## src/rtl/cntr8_ctrl_pkg.sv

```systemverilog
// Shared encodings for the cntr8 command controller: command codes, FSM states
// and the default counter width.
package cntr8_ctrl_pkg;

   localparam int DEFAULT_WIDTH = 3;

   typedef enum logic [1:0] {
      CMD_NOP  = 2'b00,
      CMD_LOAD = 2'b01,
      CMD_INC  = 2'b10,
      CMD_CLR  = 2'b11
   } cmd_e;

   typedef enum logic [1:0] {
      S_IDLE = 2'b00,
      S_EXEC = 2'b01,
      S_DONE = 2'b10
   } state_e;

endpackage

```

## src/rtl/cntr8_arb_ctrl_rr_arb2.sv

```systemverilog
// Two-way combinational round-robin select; the priority pointer lives in the parent.
module rr_arb2
   import cntr8_ctrl_pkg::*;
(
   input  logic req0,
   input  logic req1,
   input  logic rr,
   output logic sel_valid,
   output logic sel_idx
);

   assign sel_valid = req0 | req1;
   // On contention the pointer decides; otherwise whoever is asking wins.
   assign sel_idx   = (req0 & req1) ? rr : req1;

endmodule

```

## src/rtl/cntr8_arb_ctrl.sv

```systemverilog
// Command controller for the loadable cntr8 counter: arbitrates two requesters
// round-robin and sequences load/inc strobes one command at a time.
module cntr8_arb_ctrl
   import cntr8_ctrl_pkg::*;
#(
   parameter int   WIDTH   = DEFAULT_WIDTH,
   parameter logic RR_INIT = 1'b0
) (
   input  logic             clk,
   input  logic             reset,
   input  logic             req0,
   input  logic [1:0]       cmd0,
   input  logic [WIDTH-1:0] arg0,
   input  logic             req1,
   input  logic [1:0]       cmd1,
   input  logic [WIDTH-1:0] arg1,
   input  logic [WIDTH-1:0] cnt,
   output logic             gnt0,
   output logic             gnt1,
   output logic             done0,
   output logic             done1,
   output logic [WIDTH-1:0] result,
   output logic             load,
   output logic             inc,
   output logic [WIDTH-1:0] d_in,
   output logic             busy
);

   localparam logic [WIDTH:0]   REM_ONE  = (WIDTH+1)'(1);
   localparam logic [WIDTH:0]   REM_FULL = REM_ONE << WIDTH;
   localparam logic [WIDTH-1:0] CNT_ONE  = WIDTH'(1);

   state_e           state_q, state_n;
   cmd_e             cmd_q, cmd_n;
   logic             rr_q, rr_n;
   logic             owner_q, owner_n;
   logic [WIDTH:0]   rem_q, rem_n;

   logic             sel_valid, sel_idx;
   cmd_e             sel_cmd;
   logic [WIDTH-1:0] sel_arg;

   logic             gnt0_n, gnt1_n, done0_n, done1_n;
   logic             load_n, inc_n, busy_n;
   logic [WIDTH-1:0] d_in_n, result_n;

   rr_arb2 u_arb (
      .req0      (req0),
      .req1      (req1),
      .rr        (rr_q),
      .sel_valid (sel_valid),
      .sel_idx   (sel_idx)
   );

   assign sel_cmd = sel_idx ? cmd_e'(cmd1) : cmd_e'(cmd0);
   assign sel_arg = sel_idx ? arg1 : arg0;

   always_comb begin
      state_n  = state_q;
      cmd_n    = cmd_q;
      rr_n     = rr_q;
      owner_n  = owner_q;
      rem_n    = rem_q;
      gnt0_n   = 1'b0;
      gnt1_n   = 1'b0;
      done0_n  = 1'b0;
      done1_n  = 1'b0;
      load_n   = 1'b0;
      inc_n    = 1'b0;
      d_in_n   = '0;
      result_n = '0;

      case (state_q)
         S_IDLE: begin
            if (sel_valid) begin
               state_n = S_EXEC;
               owner_n = sel_idx;
               cmd_n   = sel_cmd;
               gnt0_n  = ~sel_idx;
               gnt1_n  = sel_idx;
               case (sel_cmd)
                  CMD_LOAD: begin
                     load_n = 1'b1;
                     d_in_n = sel_arg;
                  end
                  CMD_CLR:  load_n = 1'b1;
                  CMD_INC: begin
                     inc_n = 1'b1;
                     rem_n = (sel_arg == '0) ? REM_FULL : {1'b0, sel_arg};
                  end
                  default: ;
               endcase
            end
         end
         S_EXEC: begin
            if (cmd_q == CMD_INC && rem_q > REM_ONE) begin
               inc_n = 1'b1;
               rem_n = rem_q - REM_ONE;
            end else begin
               state_n = S_DONE;
               rem_n   = '0;
               done0_n = ~owner_q;
               done1_n = owner_q;
               // The counter updates on the same edge, so report its next value.
               if (load)
                  result_n = d_in;
               else if (inc)
                  result_n = cnt + CNT_ONE;
               else
                  result_n = cnt;
            end
         end
         S_DONE: begin
            state_n = S_IDLE;
            rr_n    = ~owner_q;
         end
         default: state_n = S_IDLE;
      endcase

      busy_n = (state_n != S_IDLE);
   end

   always_ff @(posedge clk or posedge reset) begin
      if (reset) begin
         state_q <= S_IDLE;
         cmd_q   <= CMD_NOP;
         rr_q    <= RR_INIT;
         owner_q <= 1'b0;
         rem_q   <= '0;
         gnt0    <= 1'b0;
         gnt1    <= 1'b0;
         done0   <= 1'b0;
         done1   <= 1'b0;
         load    <= 1'b0;
         inc     <= 1'b0;
         busy    <= 1'b0;
         d_in    <= '0;
         result  <= '0;
      end else begin
         state_q <= state_n;
         cmd_q   <= cmd_n;
         rr_q    <= rr_n;
         owner_q <= owner_n;
         rem_q   <= rem_n;
         gnt0    <= gnt0_n;
         gnt1    <= gnt1_n;
         done0   <= done0_n;
         done1   <= done1_n;
         load    <= load_n;
         inc     <= inc_n;
         busy    <= busy_n;
         d_in    <= d_in_n;
         result  <= result_n;
      end
   end

endmodule

```

## config.mk

```make
export PLATFORM = sky130hd
export DESIGN_NAME = cntr8_arb_ctrl
export DESIGN_NICKNAME = d
export VERILOG_FILES = /design/src/rtl/cntr8_ctrl_pkg.sv /design/src/rtl/cntr8_arb_ctrl_rr_arb2.sv /design/src/rtl/cntr8_arb_ctrl.sv
export SDC_FILE = /design/constraint.sdc
export NUM_CORES = 1
export LEC_CHECK = 0
export BUFFER_PORTS_ARGS = -buffer_cell sky130_fd_sc_hd__buf_2
export CELL_PAD_IN_SITES_DETAIL_PLACEMENT = 1
export CELL_PAD_IN_SITES_GLOBAL_PLACEMENT = 1
export CORE_UTILIZATION = 35
export CTS_CLUSTER_DIAMETER = 60
export DETAILED_ROUTE_END_ITERATION = 12
export GPL_ROUTABILITY_DRIVEN = 0
export GPL_TIMING_DRIVEN = 1
export PLACE_DENSITY = 0.84
export SYNTH_ARGS = -nofsm -noshare
export SYNTH_HDL_FRONTEND = slang
export SYNTH_SLANG_ARGS = --single-unit
```

## constraint.sdc

```tcl
create_clock -name clk -period 1.6 [get_ports clk]
set_input_delay 0.48 -clock clk [delete_from_list [all_inputs] [get_ports clk]]
set_output_delay 0.48 -clock clk [all_outputs]
set_load 0.02 [all_outputs]
```

After elaboration in Yosys (flattened, before gate mapping) --
Index checks and enable logic that the tools add are counted.
Storage, ports and cells: register bits after elaboration 23, latch bits 0, RAM bits 0, memory bits (read-only) 0, input bits 17, output and inout bits 13, word-level logic and storage cells 70, memories kept 0
Cells by class: add/sub/neg operators 2, multipliers 0, div/mod/pow operators 0, magnitude comparators 1, eq/ne operators 8, shift operators 0, multiplexer cells 33, bitwise operators 4, reduce and logical (&&, ||, !) cells 8
Operators by type and width (count):
- 3-bit two-way mux | 8
- 4-bit two-way mux | 4
- 1-bit two-way mux | 15
- 2-bit == test (second input constant) | 4
- 4-bit case mux with 2 select lines | 1
- 2-bit two-way mux | 3
- 2-bit by 1-bit == test with 1-bit output (second input constant) | 2
- 4-bit by 1-bit greater-than comparator with 1-bit output (second input constant) | 1
- 2-bit case mux with 2 select lines | 1
- 2-bit nonzero test | 2
- 4-bit by 1-bit subtractor with 4-bit output (second input constant) | 1
- 3-bit by 1-bit adder with 3-bit output (second input constant) | 1
- 3-bit logical NOT | 1
- 3-bit AND reduction | 1
- 2-bit logical NOT | 1
- 2-bit by 1-bit != test with 1-bit output (second input constant) | 1
- 2-bit != test (second input constant) | 1
- 1-bit NOT | 2
- 1-bit case mux with 2 select lines | 1
- 2-bit AND reduction | 1
- 2-bit OR reduction | 1
- 1-bit AND | 1
- 1-bit logical AND | 1
- 1-bit OR | 1

Longest topological paths before layout --
word-level depth 8, mapped depth 7, mapped depth without buffers 7

Cells and area by module --
A second synthesis with hierarchy kept.
Unflattened totals: cell total of the unflattened synthesis 106, area total of the unflattened synthesis 1093.5 um2
Modules (own cells, without submodules):
- cntr8_arb_ctrl | instances 1, cells an instance 103, area each 1076.0 um2, sequential area each 575.6 um2
- rr_arb2 | instances 1, cells an instance 3, area each 17.5 um2, sequential area each 0.0 um2

Worst setup path after synthesis --
OpenSTA, ideal clock, no wires.
kind flip-flop to flip-flop, start reg rem_q[0], end reg rem_q[2], setup time 0.126 ns, arrival 1.459 ns, data required time 1.474 ns, path slack 0.014 ns, cell stages (with the launch flop) 8, path buffers 0, clock period less this slack 1.586 ns, cell sequence dfrtp_1 inv_1 ha_1 nor2_1 o311a_1 nand2_1 o2bb2ai_1 a311o_1
On the way: cells in the longest elaborated chain, start to end 4, elaborated cells between the ends (all ways) 5, classes of those cells add/sub: 1; order compare: 1; mux: 2; reduce/logical: 1
RTL lines:
- start, declared | RTL line cntr8_arb_ctrl.sv:37 | logic [WIDTH:0] rem_q, rem_n;
- start signal, assigned | RTL line cntr8_arb_ctrl.sv:144 | rem_q <= rem_n;
- 4-bit by 1-bit greater-than comparator with 1-bit output | RTL line cntr8_arb_ctrl.sv:96 | if (cmd_q == CMD_INC && rem_q > REM_ONE) begin
- 1-bit logical AND | RTL line cntr8_arb_ctrl.sv:96
- 4-bit two-way mux (*) | RTL line cntr8_arb_ctrl.sv:96
- 4-bit case mux with 2 select lines (*) | RTL line cntr8_arb_ctrl.sv:73 | case (state_q)
Mark *: on every way between the ends. The rest lies on a longest branch, timed or not. A chain may end at the register's enable or synchronous reset.

Final worst setup path --
Same ends and word-level chain as after synthesis.

==> flow_summary.toml <==
[setup_path]
crit_arrival_ps = 1870
r2r_setup_slack_ps = -40
rr_endpoint = "rem_q[2]"
slowest_stage = "dfrtp_1"
rr_startpoint = "rem_q[0]"
crit_path_end_kind = "flop"
reg2regPathDepth = 7
critPathBufInv = 1
max_stage_delay_ps = 440
crit_required_ps = 1830
start_kind = "flop"
cpLargestDelayFamily = "compound AO/OA/AOI/OAI gates"
worstSetupPathType = "reg -> reg"
worstPathMaxFanout = 3
path_cells = "inv_2 -> ha_4 -> nor2_1 -> o311a_1 -> nand2_2 -> o2bb2ai_1 -> a311o_1"

[timing]
slew_viol_final = 0
holdWs_ps = 151.5
slew_headroom = 0.8036
fmax_mhz = 609.9
hold_viol_final = 0
setup_viol = 1
fin_crit_ps = 1640
rsz0062_at_grt = "yes"
tns_ps = -39.61
min_period_over_period = 1.025
fin_ws_ps = -39.61
worstMarginPinSlew_ps = 290.0
skew_ps = 2.372

[logic_synthesis]
yosysWarnings = 0
ys_seq_area_frac = 0.4904
synth_edf_count = 0
ys_types = 42
syn_area_um2 = 1174
syn_inst = 120
synth-main-ff-cell = "dfrtp_1"
syn_nets = 140
synth.avg_cell_area_um2 = 9.780
synth-seq-cells = 23
async_reset_ff_frac = 1.000

[clock_network]
path_clk_slew_ps = 130
clock_sinks = 23
cts-htree-levels = 1
clock_latency_ps = 340
cts_buffer_depth = 2
cts_tree = "done"
cts_root_buf = "clkbuf_4"
cts-buffers-inserted = 3

[global_routing]
antenna_found_initial = 0
grtUsageTotal = 0.2091
gr-total-overflow = 0
grt_pass1_wl_um = 5313
grt_max_degree = 24
first_global_vias = 1107

[place]
place_area_um2 = 1466
post-place-ws_ps = -91.64
hpwlAfterDp_um = 2561
numPortBuffers = 29

[routing]
vias_per_cell = 5.052
drtIter0Drc = 29
vias = 1071
drt_first_pass_iters = 4
drc = 0
wire_per_inst_um = 15.11
ant_nets = 0
totalWireLength_um = 3204

[floorplanning]
row_count = 20
pin_count = 30
core_um2 = 3128
dieArea_um2 = 3589
chipHeight_um = 59.91
die_w_um = 59.91
initial_core_util = 0.3752

[run_status]
status = "complete, but fails checks"
violations = "setup timing"

[layout]
diodes = 0
layout-drive-gt1-share = 0.3631
final_area_um2 = 1536
area_delta_synth_final_pct = 30.92
fin_nets = 189

[power]
switching_share = 0.4160
p_sw_mw = 1.057
p_int_mw = 1.484
combPwrFrac = 0.520
p_leak_nw = 0.7856
p_per_area_nw_per_um2 = 1654
ir_drop_v = 0.0004520
pwr-share-clk = 0.115
power_frac_seq = 0.365

[job]
maxCapViolations = 0

[worst_hold_path]
hp-class = "in -> async"
-- final cells by class --
type | instances | area (µm²)
fill | 372 | 1592
sequential | 23 | 575.6
multi-input combinational | 87 | 573.1
timing repair buffer | 46 | 272.8
tap | 44 | 55.05
inverter | 8 | 30.03
clock buffer | 3 | 22.52
clock inverter | 1 | 7.507
-- placed cells by master (no fill, tap or decap), types with 2 or more instances in the layout --
cell type / netlist / final
nor2_1: 14 / 14
a21o_1: 2 / 2
nor4_1: 2 / 2
ha_1: 3 / 2
a21oi_1: 8 / 8
o21ai_1: 3 / 3
buf_2: 1 / 29
nand2_1: 11 / 10
inv_2: 1 / 3
nand3_1: 6 / 6
inv_1: 7 / 5
nor2b_1: 2 / 2
nand2b_2: 1 / 2
o311ai_1: 2 / 2
dfrtp_1: 23 / 23
clkbuf_4: 0 / 3
nand2_2: 1 / 2
buf_4: 1 / 17
and2_1: 2 / 2
mux2i_1: 3 / 3
nand2b_1: 5 / 4
-- logic make-up (layout without fill, tap and decap cells) --
group / count (synthesis) / count (layout) / share of synthesized area
xor gates and xnor gates: 2 / 2 / 0.01493
DFF: 23 / 23 / 0.4904
and+or+nand+nor: 51 / 51 / 0.2271
buffers and inverters: 10 / 58 / 0.03625
adders and majority gates: 3 / 3 / 0.03199
AOI/OAI and AO/OA: 27 / 27 / 0.1610
muxes: 4 / 4 / 0.03838
-- worst max path at each step --
stage | start | endpoint | slack (ps) | cells after the start
final | rem_q[0] | rem_q[2] | -40 | 7
after CTS | rem_q[1] | rem_q[2] | -30 | 7
after global routing | rem_q[1] | rem_q[2] | -110 | 7
after floorplan | rem_q[0] | rem_q[2] | 10 | 7
after detailed placement | req1 | rem_q[2] | -90 | 6
after global placement | req1 | rem_q[2] | -50 | 6
-- stage by stage --
step / cells / total power, mW / util
6_report: 212 / 2.542 / 0.4912
5_1_grt: 212 / 2.737 / 0.4912
2_1_floorplan: 120 / 1.662 / -
3_5_place_dp: 205 / 2.155 / 0.4688
4_1_cts: 211 / 2.530 / 0.4888
3_3_place_gp: 205 / 2.085 / 0.4688
-- what timing repair did --
item	4_1_cts	5_1_grt
endpoints found under the setup margin	7	6
setup buffers	2	1
pin swaps	0	1
hold buffers	0	0
resized for setup	6	0
-- worst reg2reg max path, stage by stage (launching register included) --
cell and delay (ps):
dfrtp_1 440, inv_2 90, ha_4 140, nor2_1 40, o311a_1 320, nand2_2 100
o2bb2ai_1 60, a311o_1 340
-- power groups by stage --
stage / clock network, mW / logic, mW / registers, mW
after CTS: 0.296 / 1.30 / 0.930
after detailed placement: 0 / 1.21 / 0.944
final: 0.293 / 1.32 / 0.927
after floorplan: 0 / 0.621 / 1.04
after global routing: 0.320 / 1.46 / 0.958
after global placement: 0 / 1.16 / 0.922
-- Yosys cell counts (2+ instances only) --
master / instances / area (µm²)
mux2i_1: 3 / 30.03
nand2b_1: 5 / 31.28
dfrtp_1: 23 / 575.6
and2_1: 2 / 12.51
ha_1: 3 / 37.54
nand3_1: 6 / 30.03
o21ai_1: 3 / 15.01
o311ai_1: 2 / 17.52
nand2_1: 11 / 41.29
inv_1: 7 / 26.28
a21o_1: 2 / 15.01
nor2b_1: 2 / 12.51
nor4_1: 2 / 12.51
nor2_1: 14 / 52.55
a21oi_1: 8 / 40.04
-- metal layers --
metal,vias up,part of all wire,global-route usage
li1,521,-,-
met1,518,0.44,0.2616
met2,27,0.51,0.3651
met3,5,0.032,0.02597
met4,0,0.019,0.07973
met5,-,0,0
-- flip-flops by register name, indices dropped and copies added (netlist names) --
register and count:
busy 1, rr_q 1, result 3, cmd_q 2, gnt1 1, rem_q 4
done0 1, done1 1, load 1, inc 1, d_in 3, state_q 2
owner_q 1, gnt0 1
Power figures use the tool's default switching activity.
